===== src/rtl/nf_uart_tx_arbiter.sv =====
// nf_uart_tx_arbiter: round-robin arbiter sharing one UART transmitter between
// N_SRC byte-stream requesters. A granted requester keeps the transmitter until
// its last byte is acknowledged, or until it stays silent for TIMEOUT cycles.
module nf_uart_tx_arbiter #(
    parameter int unsigned N_SRC   = 4,
    parameter int unsigned TIMEOUT = 1024,
    localparam int unsigned IdW    = (N_SRC > 1) ? $clog2(N_SRC) : 1
) (
    input  logic                 clk,
    input  logic                 resetn,
    input  logic                 en,
    input  logic [N_SRC-1:0]     src_valid,
    input  logic [8*N_SRC-1:0]   src_data,
    input  logic [N_SRC-1:0]     src_last,
    output logic [N_SRC-1:0]     src_ready,
    output logic [7:0]           tx_data,
    output logic                 req,
    input  logic                 req_ack,
    output logic                 tr_en,
    output logic [IdW-1:0]       grant_id,
    output logic                 busy,
    output logic                 timeout
);

    localparam int unsigned CntW = $clog2(TIMEOUT);

    typedef enum logic [1:0] {StIdle, StReq, StWait, StHold} state_e;

    state_e          state_q, state_d;
    logic [IdW-1:0]  rr_ptr_q, rr_ptr_d;
    logic [IdW-1:0]  grant_id_q, grant_id_d;
    logic [7:0]      tx_data_q, tx_data_d;
    logic            req_q, req_d;
    logic            timeout_q, timeout_d;
    logic            last_r_q, last_r_d;
    logic [CntW-1:0] tmo_cnt_q, tmo_cnt_d;

    logic [IdW-1:0]  winner;
    logic [IdW-1:0]  cand;
    logic            win_found;
    logic [IdW-1:0]  next_ptr;
    logic [N_SRC-1:0] ready_vec;

    // Round-robin search: first valid requester starting at rr_ptr.
    always_comb begin
        winner    = '0;
        cand      = '0;
        win_found = 1'b0;
        for (int unsigned k = 0; k < N_SRC; k++) begin
            cand = IdW'((32'(rr_ptr_q) + k) % N_SRC);
            if (!win_found && src_valid[cand]) begin
                win_found = 1'b1;
                winner    = cand;
            end
        end
    end

    // The owner just served becomes lowest priority next time round.
    assign next_ptr = IdW'((32'(grant_id_q) + 1) % N_SRC);

    // Next-state and per-requester ready decode.
    always_comb begin
        state_d    = state_q;
        rr_ptr_d   = rr_ptr_q;
        grant_id_d = grant_id_q;
        tx_data_d  = tx_data_q;
        req_d      = 1'b0;
        timeout_d  = 1'b0;
        last_r_d   = last_r_q;
        tmo_cnt_d  = tmo_cnt_q;
        ready_vec  = '0;
        unique case (state_q)
            StIdle: begin
                if (en && win_found) begin
                    ready_vec[winner] = 1'b1;
                    grant_id_d        = winner;
                    tx_data_d         = src_data[{winner, 3'b000} +: 8];
                    last_r_d          = src_last[winner];
                    req_d             = 1'b1;
                    state_d           = StReq;
                end
            end
            StReq: begin
                // req_ack seen here belongs to no byte of ours yet.
                state_d = StWait;
            end
            StWait: begin
                if (req_ack) begin
                    if (last_r_q) begin
                        rr_ptr_d = next_ptr;
                        state_d  = StIdle;
                    end else begin
                        tmo_cnt_d = '0;
                        state_d   = StHold;
                    end
                end
            end
            StHold: begin
                ready_vec[grant_id_q] = 1'b1;
                if (src_valid[grant_id_q]) begin
                    tx_data_d = src_data[{grant_id_q, 3'b000} +: 8];
                    last_r_d  = src_last[grant_id_q];
                    req_d     = 1'b1;
                    state_d   = StReq;
                end else if (tmo_cnt_q == CntW'(TIMEOUT - 1)) begin
                    timeout_d = 1'b1;
                    rr_ptr_d  = next_ptr;
                    state_d   = StIdle;
                end else begin
                    tmo_cnt_d = tmo_cnt_q + 1'b1;
                end
            end
            default: state_d = StIdle;
        endcase
    end

    // State registers with asynchronous active-high reset.
    always_ff @(posedge clk or posedge resetn) begin
        if (resetn) begin
            state_q    <= StIdle;
            rr_ptr_q   <= '0;
            grant_id_q <= '0;
            tx_data_q  <= '0;
            req_q      <= 1'b0;
            timeout_q  <= 1'b0;
            last_r_q   <= 1'b0;
            tmo_cnt_q  <= '0;
        end else begin
            state_q    <= state_d;
            rr_ptr_q   <= rr_ptr_d;
            grant_id_q <= grant_id_d;
            tx_data_q  <= tx_data_d;
            req_q      <= req_d;
            timeout_q  <= timeout_d;
            last_r_q   <= last_r_d;
            tmo_cnt_q  <= tmo_cnt_d;
        end
    end

    // Ready is forced low while reset is held, even if IDLE sees valid requests.
    assign src_ready = resetn ? '0 : ready_vec;
    assign busy      = (state_q != StIdle);
    assign tr_en     = en | busy;
    assign tx_data   = tx_data_q;
    assign req       = req_q;
    assign grant_id  = grant_id_q;
    assign timeout   = timeout_q;

endmodule


===== config.mk =====
export PLATFORM = sky130hd
export DESIGN_NAME = nf_uart_tx_arbiter
export DESIGN_NICKNAME = d
export VERILOG_FILES = /design/src/rtl/nf_uart_tx_arbiter.sv
export SDC_FILE = /design/constraint.sdc
export NUM_CORES = 1
export LEC_CHECK = 0
export CAP_MARGIN = 0
export CORE_MARGIN = 4
export CORE_UTILIZATION = 50
export CTS_BUF_LIST = sky130_fd_sc_hd__clkbuf_2 sky130_fd_sc_hd__clkbuf_4 sky130_fd_sc_hd__clkbuf_8
export CTS_CLUSTER_SIZE = 40
export DETAILED_ROUTE_END_ITERATION = 8
export GPL_TIMING_DRIVEN = 0
export HOLD_SLACK_MARGIN = 0.08
export PLACE_DENSITY_LB_ADDON = 0.12
export SLEW_MARGIN = 5
export SYNTH_ARGS = -nofsm -noshare
export SYNTH_HDL_FRONTEND = slang
export SYNTH_SLANG_ARGS = --single-unit

===== constraint.sdc =====
create_clock -name clk -period 2.35 [get_ports clk]
set_input_delay 0.47 -clock clk [delete_from_list [all_inputs] [get_ports clk]]
set_output_delay 0.47 -clock clk [all_outputs]
set_load 0.01 [all_outputs]

==> flow_summary.toml, run 1 <==
[floorplan]
die_h_um = 75.97
rows = 24
start_util = 0.5232
io_pins = 62
die_x_um = 75.97
die_area_um2 = 5771
coreArea_um2 = 4414

[global_route]
grt_pass1_wl_mm = 12.80
grt_pass1_vias = 2615
met3_usage = 0.04502
grtUsageMet2 = 0.4332
grt_antenna_before_repair = 0
grt_use_total = 0.2618
top_usage_layer = "met2"
grt_remaining_overflow = 0
met1_usage = 0.3467
grt_max_degree = 28

[pwr]
cellLeakagePower_uw = 0.001420
ir_drop_mv = 0.5573
pwr_density_cell_nw_per_um2 = 1087

[setup_path]
reg2reg_slack_ps = 70
reg2reg_depth = 6
crit_chain = "mux2i_2 > o22ai_2 > buf_8 > nor3_4 > a22oi_2 > nor3_2 > buf_2"
cp_max_fo = 4
r2r-start = "grant_id[0]$_DFFE_PP0N_"
cpPeakStageDelay_ps = 440
end_kind = "primary output"
worstPathRequired_ps = 1880
worstPathArrival_ps = 1900
criticalPathCategory = "register to primary output"
r2r_end = "tmo_cnt_q[9]$_DFFE_PP0P_"
critPathSlowestCell = "dfrtp_2"
start_kind = "register"

[cts]
cts_tree = "yes"
insertion_delay_ps = 280
clkSlewWorstSetupHoldPaths_ps = 110
cts_buffer_depth = 2
cts_hold_buf = 0
cts_max_level = 1
cts_inserted_buffers = 3
cts.sinks = 27
root_buffer = "clkbuf_8"

[detailed_routing]
post_drt_wl_per_cell_um = 19.56
ant_nets = 0
drtPass1Iterations = 5
drt-initial-drc-count = 270
wirelength_mm = 7.962
remaining_drc_errors = 0
avgViaCountPerCell = 6.673
vias = 2716

[timing]
fmax_mhz = 422.0
period_needed_ps = 2370
whs_ps = 539.7
worst_slew_pin_slew_ps = 1145
setup-tns-final_ps = -43.02
slew_violations = 0
max_slew_margin = 0.2361
finalCritPeriodShare = 1.008
setup_violations = 3
hold_violations = 0
fin_worst_skew_ps = 2.655
worst_slack_ps = -19.76
grt_setup_unrepaired = "true"

[finish]
fin_nets = 409
area_growth_pct = 45.99
final-seq-area_um2 = 676.9
diodes = 0
final_area_um2 = 3372
n_fill_cell = 325
multi_input_comb_area_um2 = 1650
drive_gt1_frac = 0.2169

[min_path]
min_to = "tmo_cnt_q[3]$_DFFE_PP0P_"
hold_class = "register to register"
hp-start = "tmo_cnt_q[3]$_DFFE_PP0P_"
worstHoldPathCells = 1

[place]
place_area_um2 = 2985
gp_congestion = 0.8949
hpwl_mm = 5.312
io_buffers = 61

[outcome]
status = "complete, but fails checks"
violations = "setup timing"

[synth]
synth_cell_types = 50
ys.flop_type = "dfrtp_1"
ys_ff_latch = 27
syn_inst = 270
syn_nets = 323
netlist_area_um2 = 2310
ys_warn_count = 0
async_flop_share = 1.000
yosysSeqAreaShare = 0.2925
avgSynthCellArea_um2 = 8.555
synth-edff-count = 0

[run]
maxCapViolations = 0
## layout make-up
cell class | instances | area share
multi-input combinational | 209 | 0.4894
buffer | 13 | 0.03228
tap | 52 | 0.01930
sequential | 27 | 0.2007
timing repair buffer | 83 | 0.2219
inverter | 19 | 0.02189
clock buffer | 4 | 0.01447
## kinds of logic (layout without fill, tap and decap cells)
kind of cell | Yosys count | in the layout | share of synthesized area
buf+inv | 34 | 119 | 0.05851
flops | 27 | 27 | 0.2925
fa+ha+maj | 9 | 9 | 0.04875
mux | 15 | 15 | 0.07692
compound gates | 93 | 93 | 0.2990
xor+xnor | 1 | 1 | 0.003793
simple gates | 91 | 91 | 0.2205
## sequential cells by signal, summed over array words and instances, names as in the netlist
signal and cells:
last_r_q 1, req 1, grant_id 2, tx_data 8, rr_ptr_q 2, state_q 2, tmo_cnt_q 10, timeout 1
## cells in the mapped netlist (3+ instances only)
library cell,n,share of area
a222oi_1,8,0.035
inv_1,19,0.031
a22oi_1,3,0.0098
a21o_1,5,0.016
o31ai_1,3,0.0098
nor2_1,9,0.015
clkbuf_1,13,0.021
nand3_1,16,0.035
dfrtp_1,27,0.29
nand2_1,14,0.023
a21oi_1,8,0.017
a32o_1,8,0.035
and3_1,11,0.030
o21ai_0,28,0.061
ha_1,9,0.049
and4_1,8,0.030
a311oi_1,8,0.030
nor2b_1,10,0.027
nor3_1,6,0.013
mux2i_1,11,0.048
nand2b_1,7,0.019
## per-layer routing
| layer | share of wire | up-vias |
|---|---|---|
| li1 | - | 1226 |
| met2 | 0.49 | 179 |
| met3 | 0.081 | 25 |
| met1 | 0.41 | 1286 |
| met4 | 0.022 | 0 |
| met5 | 0 | - |
## per-stage QoR
stage,setup slack [ps],cells,utilization,total power [µW]
floorplan,48.29,270,-,2055
detailed placement,-1214,383,0.6763,2774
global placement,-1210,383,0.6763,2721
CTS,-43.89,395,0.7273,3314
finish,-19.76,407,0.7639,3664
global route,-140.4,407,0.7639,3897
## power breakdown
group          switching, µW  internal [µW]
clock                    166            134
combinational           1360           1240
sequential               142            619
## cells in the final DEF, fill, tap and decap left out, drive strengths merged, types with 9 or more instances in the layout
cell type      count
nand3             16
o21ai             29
inv               19
nand2             14
clkbuf            14
and3              11
mux2i             11
ha                 9
buf               33
clkdlybuf4s50     53
nor2b             10
dfrtp             27
nor2               9
## worst max-delay path, delay by kind of cell, from the launching register on
family                 cells  cell delay (ps)
buffers and inverters      2              300
muxes                      1              270
AOI/OAI and AO/OA          2              220
and+or+nand+nor            2              390
DFF                        1              440
## worst max path at each step
stage / cells after the start / to / from
finish: 7 / src_ready[3] / rr_ptr_q[1]$_DFFE_PP0P_
global route: 8 / src_ready[2] / rr_ptr_q[1]$_DFFE_PP0P_
CTS: 7 / src_ready[2] / state_q[1]$_DFFE_PP0P_
detailed placement: 8 / src_ready[2] / src_valid[2]
global placement: 8 / src_ready[2] / src_valid[2]
floorplan: 6 / src_ready[1] / state_q[1]$_DFFE_PP0P_
## timing repair
action,4_1_cts,5_1_grt
resized for setup,66,32
endpoints found under the setup margin,23,21
setup buffers,8,14
pin swaps,4,14
Power figures use the tool's default switching activity.
==> inputs of run 2 (changes only) <==
--- a/config.mk
+++ b/config.mk
@@ -14,7 +14,7 @@
 export GPL_TIMING_DRIVEN = 0
 export HOLD_SLACK_MARGIN = 0.08
 export PLACE_DENSITY_LB_ADDON = 0.12
-export SLEW_MARGIN = 5
+export SLEW_MARGIN = 20
 export SYNTH_ARGS = -nofsm -noshare
 export SYNTH_HDL_FRONTEND = slang
 export SYNTH_SLANG_ARGS = --single-unit
==> run 2 against run 1 <==
The run still ends with setup timing left. Clock power down 2%. Die area unchanged. Highest routed layer unchanged. First-iteration DRC count down 14%. Final area down 2.6%.
==> flow_summary.toml, run 2 (same netlist as run 1, synthesis figures left out) <==
[detailed_routing]
avgViaCountPerCell = 6.564
drtPass1Iterations = 5
ant_nets = 0
vias = 2619
wirelength_mm = 7.658
drt-initial-drc-count = 233
remaining_drc_errors = 0
post_drt_wl_per_cell_um = 19.19

[timing]
period_needed_ps = 2366
worst_slack_ps = -16.24
setup_violations = 1
slew_violations = 0
grt_setup_unrepaired = "true"
fin_worst_skew_ps = 8.700
fmax_mhz = 422.6
worst_slew_pin_slew_ps = 877.3
whs_ps = 537.8
max_slew_margin = 0.4116
hold_violations = 0
finalCritPeriodShare = 1.007

[cts]
root_buffer = "clkbuf_8"
cts_tree = "yes"
cts_buffer_depth = 2
clkSlewWorstSetupHoldPaths_ps = 100
cts_max_level = 1
cts.sinks = 27
insertion_delay_ps = 280
cts_hold_buf = 0
cts_inserted_buffers = 3

[floorplan]
die_area_um2 = 5771
die_h_um = 75.97
rows = 24
io_pins = 62
die_x_um = 75.97
coreArea_um2 = 4414
start_util = 0.5232

[global_route]
met1_usage = 0.3370
grt_use_total = 0.2608
met3_usage = 0.04621
top_usage_layer = "met2"
grt_max_degree = 28
grt_pass1_vias = 2607
grt_antenna_before_repair = 0
grt_remaining_overflow = 0
grtUsageMet2 = 0.4426
grt_pass1_wl_mm = 12.72

[finish]
area_growth_pct = 42.25
largest_reg_flops = 10
final_cell_mix = "53 x clkdlybuf4s50_1, 28 x o21ai_0, 25 x dfrtp_1"
regMostFlops = "tmo_cnt_q"
fin_nets = 401
final_core_util = 0.7443
drive_gt1_frac = 0.1902
diodes = 0
final_common_cell = "clkdlybuf4s50_1"

[pwr]
ir_drop_mv = 0.4955
pwr_density_cell_nw_per_um2 = 1065
cellLeakagePower_uw = 0.001379
p_total_uw = 3498

[place]
hpwl_mm = 5.406
place_ws_ps = -1222
io_buffers = 61
gp_congestion = 0.8949

[setup_path]
worstPathArrival_ps = 1900
end_kind = "primary output"
criticalPathCategory = "input pin to primary output"
crit_buf_inv = 2
start_kind = "input pin"
crit_chain = "buf_2 > or4_4 > and3_4 > o21ai_0 > a2bb2oi_1 > nor3_1 > buf_2"
worstPathRequired_ps = 1880
critPathSlowestCell = "or4_4"
cp_top_family = "simple AND/OR/NAND/NOR gates"
cpMostUsedCell = "buf_2"
cpPeakStageDelay_ps = 580
cp_max_fo = 6

[run]
maxCapViolations = 0

[outcome]
violations = "setup timing"
status = "complete, but fails checks"

[min_path]
hold_class = "register to register"
[run 2: cell type report]
cell class | count | area, µm²
Timing Repair Buffer | 75 | 675.6
Buffer | 13 | 118.9
Sequential cell | 27 | 678.2
Clock buffer | 4 | 48.80
Multi-Input combinational cell | 209 | 1628
Inverter | 19 | 71.32
Fill cell | 337 | 1129
Tap cell | 52 | 65.06
[run 2: power by group]
group,internal [µW],leakage (µW),switching [µW]
Combinational,1160,0.00102,1290
Sequential,621,0.000334,139
Clock,133,0.0000262,161
Total,1910,0.00138,1590
[run 2: timing repair]
| item | in CTS | in global routing |
|---|---|---|
| setup endpoints to repair | 24 | 24 |
| resized for setup | 71 | 19 |
| setup buffers | 6 | 8 |
| pin swaps | 3 | 7 |
[run 2: layer usage]
layer	vias to the layer above	share of wire	wire length (µm)
met5	-	0	0
met4	0	0.014	108
met3	12	0.097	741
met2	156	0.48	3700
met1	1244	0.41	3107
li1	1207	-	-
[run 2: metrics by stage]
step	cell area, µm²	cells	TNS (ps)
detailed placement	2990	383	-14870
CTS	3217	393	-45.83
finish	3286	399	-16.24
global route	3286	399	-312.3
floorplan	2310	270	0
global placement	2985	383	-14330
[run 2: path summary, 6_finish.rpt]
path                                                from                       end  slack (ps)  cells past startpoint
worst max register to register   grant_id[0]$_DFFE_PP0N_  tmo_cnt_q[9]$_DFFE_PP0P_          80                      6
max in group asynchronous                         resetn   rr_ptr_q[1]$_DFFE_PP0P_        1180                      2
worst min-delay path            tmo_cnt_q[3]$_DFFE_PP0P_  tmo_cnt_q[3]$_DFFE_PP0P_         540                      1
min in group asynchronous                         resetn   grant_id[0]$_DFFE_PP0N_         730                      2
worst max-delay path                        src_valid[2]              src_ready[0]         -20                      7
worst min register to register  tmo_cnt_q[3]$_DFFE_PP0P_  tmo_cnt_q[3]$_DFFE_PP0P_         540                      1
